[src/rtl/ikaopll_bus_sequencer_if.sv]
// ikaopll_bus_sequencer_if: host write-request channel plus the YM2413 CPU bus pins
// master: host side (drives requests, observes the bus); slave: the sequencer
interface ikaopll_bus_sequencer_if;
   logic       wr_valid, wr_ready, cs_n, wr_n, a0;
   logic [7:0] wr_addr, wr_data, d;
   modport master (output wr_valid, wr_addr, wr_data, input wr_ready, cs_n, wr_n, a0, d);
   modport slave (input wr_valid, wr_addr, wr_data, output wr_ready, cs_n, wr_n, a0, d);
endinterface

[src/rtl/ikaopll_bus_sequencer.sv]
// ikaopll_bus_sequencer: FIFO-buffered register writes replayed as YM2413-legal CPU bus cycles
// Ports: clk/rst (rst asynchronous, active-high); phim_pcen_n is the active-low phiM
//   enable that paces all bus timing; flush clears the FIFO; bus (slave modport) holds
//   the valid/ready request channel and the CS_n/WR_n/A0/D pins; busy flags a
//   transaction in flight; fifo_level is the number of queued requests.
// Option: define IKAOPLL_SEQ_ADDR_CACHE_EN to skip the address phase when the address
//   matches the one last latched into the core.
module ikaopll_bus_sequencer #(
   parameter int FIFO_DEPTH_LOG2  = 3,
   parameter int STROBE_CYCLES    = 2,
   parameter int ADDR_WAIT_CYCLES = 12,
   parameter int DATA_WAIT_CYCLES = 84
) (
   input  logic                     clk,
   input  logic                     rst,
   input  logic                     phim_pcen_n,
   input  logic                     flush,
   ikaopll_bus_sequencer_if.slave   bus,
   output logic                     busy,
   output logic [FIFO_DEPTH_LOG2:0] fifo_level
);
   localparam int DEPTH = 1 << FIFO_DEPTH_LOG2;
   localparam int PW = FIFO_DEPTH_LOG2;
   localparam int LW = FIFO_DEPTH_LOG2 + 1;
   localparam int M1 = STROBE_CYCLES > ADDR_WAIT_CYCLES ? STROBE_CYCLES : ADDR_WAIT_CYCLES;
   localparam int MAXC = M1 > DATA_WAIT_CYCLES ? M1 : DATA_WAIT_CYCLES;
   localparam int CW = $clog2(MAXC) + 1;
   typedef enum logic [2:0] {IDLE, ASTB, AWAIT, DSTB, DWAIT} state_t;
   state_t        state;
   logic [CW-1:0] cnt;
   logic [15:0]   mem [DEPTH];
   logic [PW-1:0] wr_ptr, rd_ptr;
   logic [LW-1:0] level_nxt;
   logic [7:0]    data_q, head_addr, head_data;
   logic          strb_n, en, done, push, start, hit;
   assign en = !phim_pcen_n;
   assign {head_addr, head_data} = mem[rd_ptr];
   // CS_n and WR_n come from one flop so they can never skew apart
   assign bus.cs_n = strb_n;
   assign bus.wr_n = strb_n;
   always_comb begin
      done = (state == ASTB || state == DSTB) ? cnt == CW'(STROBE_CYCLES - 1) :
             state == AWAIT ? cnt == CW'(ADDR_WAIT_CYCLES - 1) : cnt == CW'(DATA_WAIT_CYCLES - 1);
      push = bus.wr_valid & bus.wr_ready & !flush;
      // a pop happens from IDLE or on the final DWAIT enable (back-to-back); flush blocks it
      start = en & !flush & (fifo_level != '0) & (state == IDLE | (state == DWAIT & done));
      level_nxt = flush ? '0 : fifo_level + LW'(push) - LW'(start);
   end
`ifdef IKAOPLL_SEQ_ADDR_CACHE_EN
   logic       cache_valid;
   logic [7:0] cache_addr;
   always_ff @(posedge clk or posedge rst) begin
      if (rst) begin
         cache_valid <= 1'b0;
         cache_addr  <= '0;
      end else if (start && !hit) begin
         cache_valid <= 1'b1;
         cache_addr  <= head_addr;
      end
   end
   assign hit = cache_valid && cache_addr == head_addr;
`else
   assign hit = 1'b0;
`endif
   always_ff @(posedge clk) begin
      if (push) mem[wr_ptr] <= {bus.wr_addr, bus.wr_data};
   end
   always_ff @(posedge clk or posedge rst) begin
      if (rst) begin
         wr_ptr       <= '0;
         rd_ptr       <= '0;
         fifo_level   <= '0;
         bus.wr_ready <= 1'b1;
         state        <= IDLE;
         cnt          <= '0;
         strb_n       <= 1'b1;
         bus.a0       <= 1'b0;
         bus.d        <= '0;
         data_q       <= '0;
         busy         <= 1'b0;
      end else begin
         fifo_level   <= level_nxt;
         bus.wr_ready <= level_nxt < LW'(DEPTH);
         wr_ptr       <= wr_ptr + PW'(push);
         rd_ptr       <= flush ? wr_ptr : rd_ptr + PW'(start);
         if (start) begin
            state  <= hit ? DSTB : ASTB;
            cnt    <= '0;
            strb_n <= 1'b0;
            bus.a0 <= hit;
            bus.d  <= hit ? head_data : head_addr;
            data_q <= head_data;
            busy   <= 1'b1;
         end else if (en && state != IDLE) begin
            cnt <= done ? '0 : cnt + CW'(1);
            if (done) begin
               state  <= state == ASTB ? AWAIT : state == AWAIT ? DSTB : state == DSTB ? DWAIT : IDLE;
               strb_n <= state != AWAIT;
               busy   <= state != DWAIT;
               if (state == AWAIT) begin
                  bus.a0 <= 1'b1;
                  bus.d  <= data_q;
               end
            end
         end
      end
   end
endmodule

[src/flat_wrapper.sv]
// flat-port wrapper written by rule: the top's interface ports become plain ports
module ikaopll_bus_sequencer_flat 
#(
   parameter int FIFO_DEPTH_LOG2  = 3,
   parameter int STROBE_CYCLES    = 2,
   parameter int ADDR_WAIT_CYCLES = 12,
   parameter int DATA_WAIT_CYCLES = 84
)
  (clk, rst, phim_pcen_n, flush, busy, fifo_level, bus_wr_valid, bus_wr_addr, bus_wr_data, bus_wr_ready, bus_cs_n, bus_wr_n, bus_a0, bus_d);
  ikaopll_bus_sequencer_if bus_i ();
  input  logic clk;
  input  logic rst;
  input  logic phim_pcen_n;
  input  logic flush;
  output logic busy;
  output logic [FIFO_DEPTH_LOG2:0] fifo_level;
  input wire logic [$bits(bus_i.wr_valid)-1:0] bus_wr_valid;
  input wire logic [$bits(bus_i.wr_addr)-1:0] bus_wr_addr;
  input wire logic [$bits(bus_i.wr_data)-1:0] bus_wr_data;
  output wire logic [$bits(bus_i.wr_ready)-1:0] bus_wr_ready;
  output wire logic [$bits(bus_i.cs_n)-1:0] bus_cs_n;
  output wire logic [$bits(bus_i.wr_n)-1:0] bus_wr_n;
  output wire logic [$bits(bus_i.a0)-1:0] bus_a0;
  output wire logic [$bits(bus_i.d)-1:0] bus_d;
  assign bus_i.wr_valid = bus_wr_valid;
  assign bus_i.wr_addr = bus_wr_addr;
  assign bus_i.wr_data = bus_wr_data;
  assign bus_wr_ready = bus_i.wr_ready;
  assign bus_cs_n = bus_i.cs_n;
  assign bus_wr_n = bus_i.wr_n;
  assign bus_a0 = bus_i.a0;
  assign bus_d = bus_i.d;
  ikaopll_bus_sequencer #(.FIFO_DEPTH_LOG2(FIFO_DEPTH_LOG2), .STROBE_CYCLES(STROBE_CYCLES), .ADDR_WAIT_CYCLES(ADDR_WAIT_CYCLES), .DATA_WAIT_CYCLES(DATA_WAIT_CYCLES)) u_core (.clk(clk), .rst(rst), .phim_pcen_n(phim_pcen_n), .flush(flush), .bus(bus_i), .busy(busy), .fifo_level(fifo_level));
endmodule
[config.mk]
export PLATFORM = sky130hd
export DESIGN_NAME = ikaopll_bus_sequencer_flat
export DESIGN_NICKNAME = d
export VERILOG_FILES = /design/src/rtl/ikaopll_bus_sequencer_if.sv /design/src/rtl/ikaopll_bus_sequencer.sv /design/src/flat_wrapper.sv
export SDC_FILE = /design/constraint.sdc
export NUM_CORES = 1
export LEC_CHECK = 0
export ABC_AREA = 0
export BUFFER_PORTS_ARGS = -buffer_cell sky130_fd_sc_hd__buf_4
export CORE_UTILIZATION = 49
export DETAILED_ROUTE_END_ITERATION = 10
export PLACE_DENSITY = 0.67
export RECOVER_POWER = 25
export SLEW_MARGIN = 20
export SYNTH_ARGS = -nofsm -noshare
export SYNTH_HDL_FRONTEND = slang
export SYNTH_SLANG_ARGS = --single-unit
[constraint.sdc]
create_clock -name clk -period 3.42 [get_ports clk]
set_input_delay 0.855 -clock clk [delete_from_list [all_inputs] [get_ports clk]]
set_output_delay 0.855 -clock clk [all_outputs]
set_load 0.01 [all_outputs]
==> results of run 1 <==
layout by cell type, fill, tap and decap left out, types with 4 or more instances in the layout:
master       n
xnor2_1      5
nand3_1     11
mux2_2      11
nand2_1     11
mux4_2      32
o221ai_2     8
nor3_1       5
clkinv_1     4
buf_4       40
mux2i_1     18
a21oi_1      6
ha_1        10
clkbuf_1    18
nor2_1      14
dfrtp_1     38
clkbuf_16   17
inv_1       28
edfxtp_1   128
what timing repair did:
item	CTS	global route
setup endpoints to repair	0	1
hold buffers	0	0
resized for setup	0	1
cell usage after synthesis, drive strengths merged (2+ instances only):
| cell | number |
|---|---|
| nor3 | 7 |
| nand2 | 12 |
| buf | 8 |
| mux2 | 11 |
| a21oi | 6 |
| mux2i | 18 |
| nand3 | 11 |
| a221o | 2 |
| a21o | 4 |
| o21a | 3 |
| ha | 10 |
| and3 | 2 |
| dfrtp | 39 |
| nand2b | 3 |
| xor2 | 2 |
| or4b | 2 |
| and2 | 3 |
| inv | 28 |
| nor4 | 2 |
| nor2 | 14 |
| mux4 | 32 |
| o221ai | 8 |
| xnor2 | 5 |
| edfxtp | 128 |
| nor2b | 3 |
| or2 | 3 |
| clkbuf | 8 |
| dfstp | 2 |
| o21ai | 5 |
| or3 | 4 |
| nor3b | 2 |
area by class of cell:
type                            instances  area [um2]  area share, %
Sequential cell                       169        4870           60.2
Inverter                               28         105           1.30
Multi-Input combinational cell        185        1970           24.3
Tap cell                              180         225           2.78
Clock inverter                         10         104           1.28
Timing Repair Buffer                   55         373           4.61
Clock buffer                           21         440           5.44
worst max-delay path: stages (launching register included):
cell	delay (ns)
dfrtp_1	0.43
or4b_4	0.56
o41ai_2	0.52
nand2_4	0.21
inv_1	0.14
ha_1	0.15
inv_1	0.06
ha_1	0.27
a21o_1	0.15
a21oi_1	0.16
xnor2_1	0.08
or2_2	0.28
inv_1	0.05
routing by layer:
metal / global-route usage [%] / up-vias / share of wire (%)
li1: - / 1668 / -
met1: 25.5 / 1875 / 45
met2: 31.7 / 70 / 51
met3: 4.45 / 13 / 3.1
met4: 7.02 / 0 / 1.3
met5: 0 / - / 0
worst max-delay path by stage:
stage	start	end	slack, ns
after floorplan	u_core.cnt[2]	u_core.fifo_level[3]	0.21
after global placement	flush	u_core.fifo_level[3]	0.04
after detailed placement	flush	u_core.fifo_level[3]	-0.03
after CTS	u_core.state[2]	u_core.fifo_level[3]	0.26
after global routing	u_core.cnt[5]	u_core.fifo_level[3]	0.09
final	u_core.cnt[5]	u_core.fifo_level[3]	0.29
report_power, final:
part	switching [mW]	internal (mW)
Sequential	0.270	2.40
Clock	0.729	1.06
Combinational	0.465	0.642
Total	1.46	4.11
kinds of logic (layout without fill, tap and decap cells):
group | Yosys count | count (layout) | synth area share [%]
compound gates | 38 | 38 | 4.94
xor+xnor | 7 | 7 | 0.874
fa+ha+maj | 11 | 11 | 2.07
buf+inv | 44 | 114 | 2.75
flops | 169 | 169 | 69.5
mux | 61 | 61 | 14.6
simple gates | 68 | 68 | 5.28
state kept, by name (all words and copies together), names as in the netlist, 3 cells and up:
| register | flops |
|---|---|
| u_core.bus.d | 8 |
| u_core.cnt | 8 |
| u_core.data_q | 8 |
| u_core.fifo_level | 4 |
| u_core.mem | 128 |
| u_core.rd_ptr | 3 |
| u_core.state | 3 |
| u_core.wr_ptr | 3 |
==> metrics.md, run 1 <==
| Metric | Value |
|---|---|
| Max clock buf depth | `2` |
| Total power | `around 5.6 mW` |
| Unrepaired setup endpoints after global routing | `no` |
| Io pins | `38` |
| Worst hold stages | `2` |
| Starting density of the core | `~50%` |
| Drt total wl | `approximately 13 mm` |
| Post-place setup slack | `-0.0333 ns` |
| Critical path fanouts, max | `10` |
| I/O Buffers | `37` |
| Post-synth top flop | `edfxtp_1` |
| HP Class | `flip-flop to flip-flop` |
| Max Fclk | `between 0.3 and 0.4 GHz` |
| Die width | `122 um` |
| Remaining antenna violation count | `0` |
| IR drop worst, VDD | `0.000481 V` |
| Finished Layout Cells | `around 650` |
| H-tree lvl count | `4` |
| Post-route cell area | `about 8100 um2` |
| Via/cell ratio | `5.60` |
| Area contributors post-synth | `edfxtp_1 55%, dfrtp_1 14%, mux4_2 10%` |
| Layout cells sized above 1 | `28.6%` |
| Cell Area, Placed | `between 7000 and 8000 um2` |
| Post-synth EDFFs | `between 100 and 150` |
| Final Hold Vio Count | `0` |
| Largest net degree at the start of global routing | `42` |
| Die area | `roughly 15,000 um2` |
| Synthesized area | `7010 um2` |
| Vias in the first global route | `3,747` |
| TritonCTS Buffers | `17` |
| Status | `completed` |
| Worst Hold End | `u_core.bus.d[7]` |
| Crit start category | `flip-flop` |
| Worst-Margin Slew | `between 1 and 1.5 ns` |
| Final #Nets | `~490` |
| Core area | `between 10,000 and 15,000 um2` |
| Synth cell types | `50` |
| Hold path startpoint | `u_core.data_q[7]` |
| Cell count after placement | `617` |
| Sequential share of the synthesized area | `between 60 and 70%` |
| First-pass GRT wire length | `between 20 and 25 mm` |
| CTS Root Cell | `clkbuf_16` |
| Post-synth top area share | `about 55%` |
| PD cells | `688 nW/um2` |
| TritonCTS clock tree | `built` |
| Critical path required time | `between 3 and 4 ns` |
| Iteration-0 DRC Markers | `roughly 260` |
| Setup WS post-layout | `roughly 0.29 ns` |
| CTS clk-pin slew, worst paths | `approximately 0.060 ns` |
| Final Util | `58.1%` |
| Ant. Diodes | `0` |
| First-pass iteration count of the detailed router | `4` |
| FF-to-FF setup slack | `about 0.29 ns` |
| YS warnings | `0` |
| # fillers | `1,079` |
| Synth Instances | `slightly below 400` |
| Min Clock Period, post-route | `between 3 and 4 ns` |
| Total GRT Usage | `19.4%` |
| Worst reg2reg path depth | `12` |
| Final setup fails | `0` |
| Worst Setup End Kind | `flip-flop` |
| Wirelength per Cell | `~20 um` |
| Std cell rows | `between 40 and 50` |
| Average size of a mapped cell | `17.6 um2` |
| Initial antenna violation count | `0` |
| Leakage | `roughly 3.0 nW` |
| Clk_lat worst skew | `0.42 ns` |
| Worst reg2reg endpoint | `u_core.fifo_level[3]` |
| Max Cap Viol | `0` |
| Seq cells post-synth | `around 170` |
| Worst Setup Path Type | `flip-flop to flip-flop` |
| Reg-to-reg startpoint | `u_core.cnt[5]` |
| Total congestion overflow | `0` |
| Normalized max-slew margin | `between 30% and 40%` |
| Max Slew Vio Count | `0` |
| Setup Total Neg Slack | `0 ns` |
| Mapped Nets | `430` |
| Skew final | `just under 0.01 ns` |
| Placer Congestion | `between 0.8 and 0.9` |
| Arr. time, crit path | `around 3.5 ns` |
| Hpwl dp | `approximately 8.4 mm` |
| Fin Hold WS | `0.511 ns` |
| Setup bufs post-CTS | `0` |
| Final period util | `between 90% and 100%` |
| # clock sinks | `between 150 and 200` |
| DR DRC count | `0` |
| Via Count | `~3,600` |
| Syn-to-layout area delta | `15.4%` |
| Yosys top cell by area | `edfxtp_1` |
| Post-synth ARST share | `24.3%` |
| Die H | `between 100 and 150 um` |
Power figures use the tool's default switching activity.
==> inputs of run 2 (changes only) <==
BUFFER_PORTS_ARGS = not set   (was -buffer_cell sky130_fd_sc_hd__buf_4)
DONT_BUFFER_PORTS = 1   (was not set)
PLACE_DENSITY = 0.64   (was 0.67)
==> run 2 against run 1 <==
Against the previous run:
- combinational power about the same
- sequential share of layout area up 1.5 points
- clock-buffer cell count down 2
- clock power up 4%
- sequential cell count unchanged
- worst setup slack better by 0.16 ns
- total power up 0.65%
- via count down 4.0%
- non-clock buffer count down 36
- wire length up 3.2%
- global-route usage up 0.69 points
- fmax up 5.5%
==> metrics.md, run 2 (synthesis results as in run 1) <==
| Metric | Value |
|---|---|
| Status | `completed` |
| HP Class | `primary input to asynchronous set/reset pin` |
| Max reg flops | `128 (unchanged)` |
| Final period util | `86.7% (-4.8 points)` |
| Max Fclk | `0.337 GHz (+5.5%)` |
| Die area | `14,800 um2 (unchanged)` |
| Clk_lat worst skew | `0.42 ns (about the same)` |
| Critical path required time | `3.78 ns (about the same)` |
| Biggest register | `u_core.mem` |
| Post-route cell area | `7890 um2 (-2.4%)` |
| Initial antenna violation count | `0 (unchanged)` |
| Layout cells sized above 1 | `27.3% (-1.4 points)` |
| TritonCTS Buffers | `17 (unchanged)` |
| Remaining antenna violation count | `0 (unchanged)` |
| Largest net degree at the start of global routing | `42 (unchanged)` |
| Commonest non-fill, non-tap cell in the layout | `edfxtp_1` |
| Total GRT Usage | `20.1% (+0.69 points)` |
| Leakage | `2.92 nW (-3.7%)` |
| Worst Setup End Kind | `flip-flop` |
| Setup Total Neg Slack | `0 ns (unchanged)` |
| First-pass GRT wire length | `20.8 mm (+2.1%)` |
| Final #Nets | `452 (-7.4%)` |
| Max Slew Vio Count | `0 (unchanged)` |
| Iteration-0 DRC Markers | `250 (-3.1%)` |
| Skew final | `0.00865 ns (-0.000994 ns)` |
| # clock sinks | `169 (unchanged)` |
| Syn-to-layout area delta | `12.6%` |
| CTS resizes | `0 (unchanged)` |
| Drt total wl | `13.3 mm (+3.2%)` |
| Vias in the first global route | `3,645 (-2.7%)` |
| IR drop worst, VDD | `0.000494 V (+2.7%)` |
| Max Cap Viol | `0 (unchanged)` |
| Crit start category | `flip-flop` |
| Die H | `122 um (unchanged)` |
| Core area | `13,900 um2 (unchanged)` |
| Std cell rows | `43 (unchanged)` |
| Final setup fails | `0 (unchanged)` |
| Max clock buf depth | `2 (unchanged)` |
| Io pins | `38 (unchanged)` |
| Final Hold Vio Count | `0 (unchanged)` |
| Starting density of the core | `50.3% (unchanged)` |
| Cell Area, Placed | `7320 um2 (-3.7%)` |
| CTS Root Cell | `clkbuf_16` |
| Placer Congestion | `0.820 (-3.0%)` |
| H-tree lvl count | `4 (unchanged)` |
| Normalized max-slew margin | `40.8% (+9.3 points)` |
| Min Clock Period, post-route | `2.97 ns (-0.164 ns)` |
| Worst Setup Path Type | `flip-flop to flip-flop` |
| Commonest non-fill, non-tap cells in the layout | `128 x edfxtp_1, 38 x dfrtp_1, 32 x mux4_2, 27 x inv_1, 19 x buf_4` |
| Critical path fanouts, max | `5 (-5)` |
| Via Count | `3,480 (-4.0%)` |
| Hpwl dp | `8.44 mm (+0.77%)` |
| CTS clk-pin slew, worst paths | `0.06 ns (about the same)` |
| PD cells | `710 nW/um2 (+3.2%)` |
| Arr. time, crit path | `3.33 ns (-0.16 ns)` |
| Die width | `122 um (unchanged)` |
| Worst-Margin Slew | `0.887 ns (-0.141 ns)` |
| Unrepaired setup endpoints after global routing | `no` |
| Wirelength per Cell | `21.8 um (+9.1%)` |
| Hold Buf Count CTS | `0 (unchanged)` |
| Total congestion overflow | `0 (unchanged)` |
| First-pass iteration count of the detailed router | `4 (unchanged)` |
| DR DRC count | `0 (unchanged)` |
| Ant. Diodes | `0 (unchanged)` |
| Setup bufs post-CTS | `0 (unchanged)` |
| TritonCTS clock tree | `built` |
| I/O Buffers | `0 (-100%)` |
| Via/cell ratio | `5.68 (+1.5%)` |
run 2: cell types whose count changed in the layout (fill, tap and decap cells not counted), sizes merged:
cell      before  now
clkinvlp       2    3
inv           28   31
clkbuf        35   19
buf           41   19
clkinv         6    5
run 2: through the flow:
step           setup slack [ns]  power [mW]  instances  hold slack [ns]  utilization (%)
4_1_cts                   0.430        5.67        613            0.473             56.6
3_3_place_gp              0.540        3.79        581            0.508             52.5
5_1_grt                   0.234        5.85        613            0.473             56.6
3_5_place_dp              0.473        3.81        581            0.508             52.5
2_1_floorplan             0.206        3.46        398            0.490                -
6_report                  0.455        5.61        613            0.495             56.6
run 2: cell type report:
type	count	area, um2
inverters	28	105
fillers	1072	6040
flip-flops and latches	169	4870
repair buffers	19	143
multi-input cells	185	1970
well taps	180	225
clock buffers	19	433
clock inverters	13	145
run 2: worst paths after layout:
check,slack [ns],endpoint,cells after the start,from
max,0.45,u_core.fifo_level[3],12,u_core.cnt[2]
min,0.50,u_core.fifo_level[3],1,rst
max reg2reg,0.45,u_core.fifo_level[3],12,u_core.cnt[2]
min reg2reg,0.52,u_core.bus.d[2],2,u_core.data_q[2]
max in group asynchronous,2.31,u_core.rd_ptr[0],1,rst
min in group clk,0.50,u_core.fifo_level[0],1,flush
run 2: critical path: stages (launching register included):
cell,delay [ns]
dfrtp_1,0.41
or4b_4,0.58
o41ai_2,0.54
nand2_4,0.08
inv_1,0.09
ha_1,0.14
inv_1,0.07
ha_1,0.27
a21o_1,0.16
a21oi_1,0.16
xnor2_1,0.08
or2_2,0.29
inv_1,0.05
run 2: power by group:
part	total, mW	internal, mW	switching (mW)
logic	1.12	0.609	0.516
clock network	1.86	1.08	0.782
registers	2.62	2.41	0.211
total	5.61	4.10	1.51
run 2: layer usage:
metal  global-route usage [%]  part of all wire [%]
met5                        0                     0
met2                     32.8                    50
met1                     25.5                    44
met4                     6.17                  0.85
met3                     6.65                   5.2
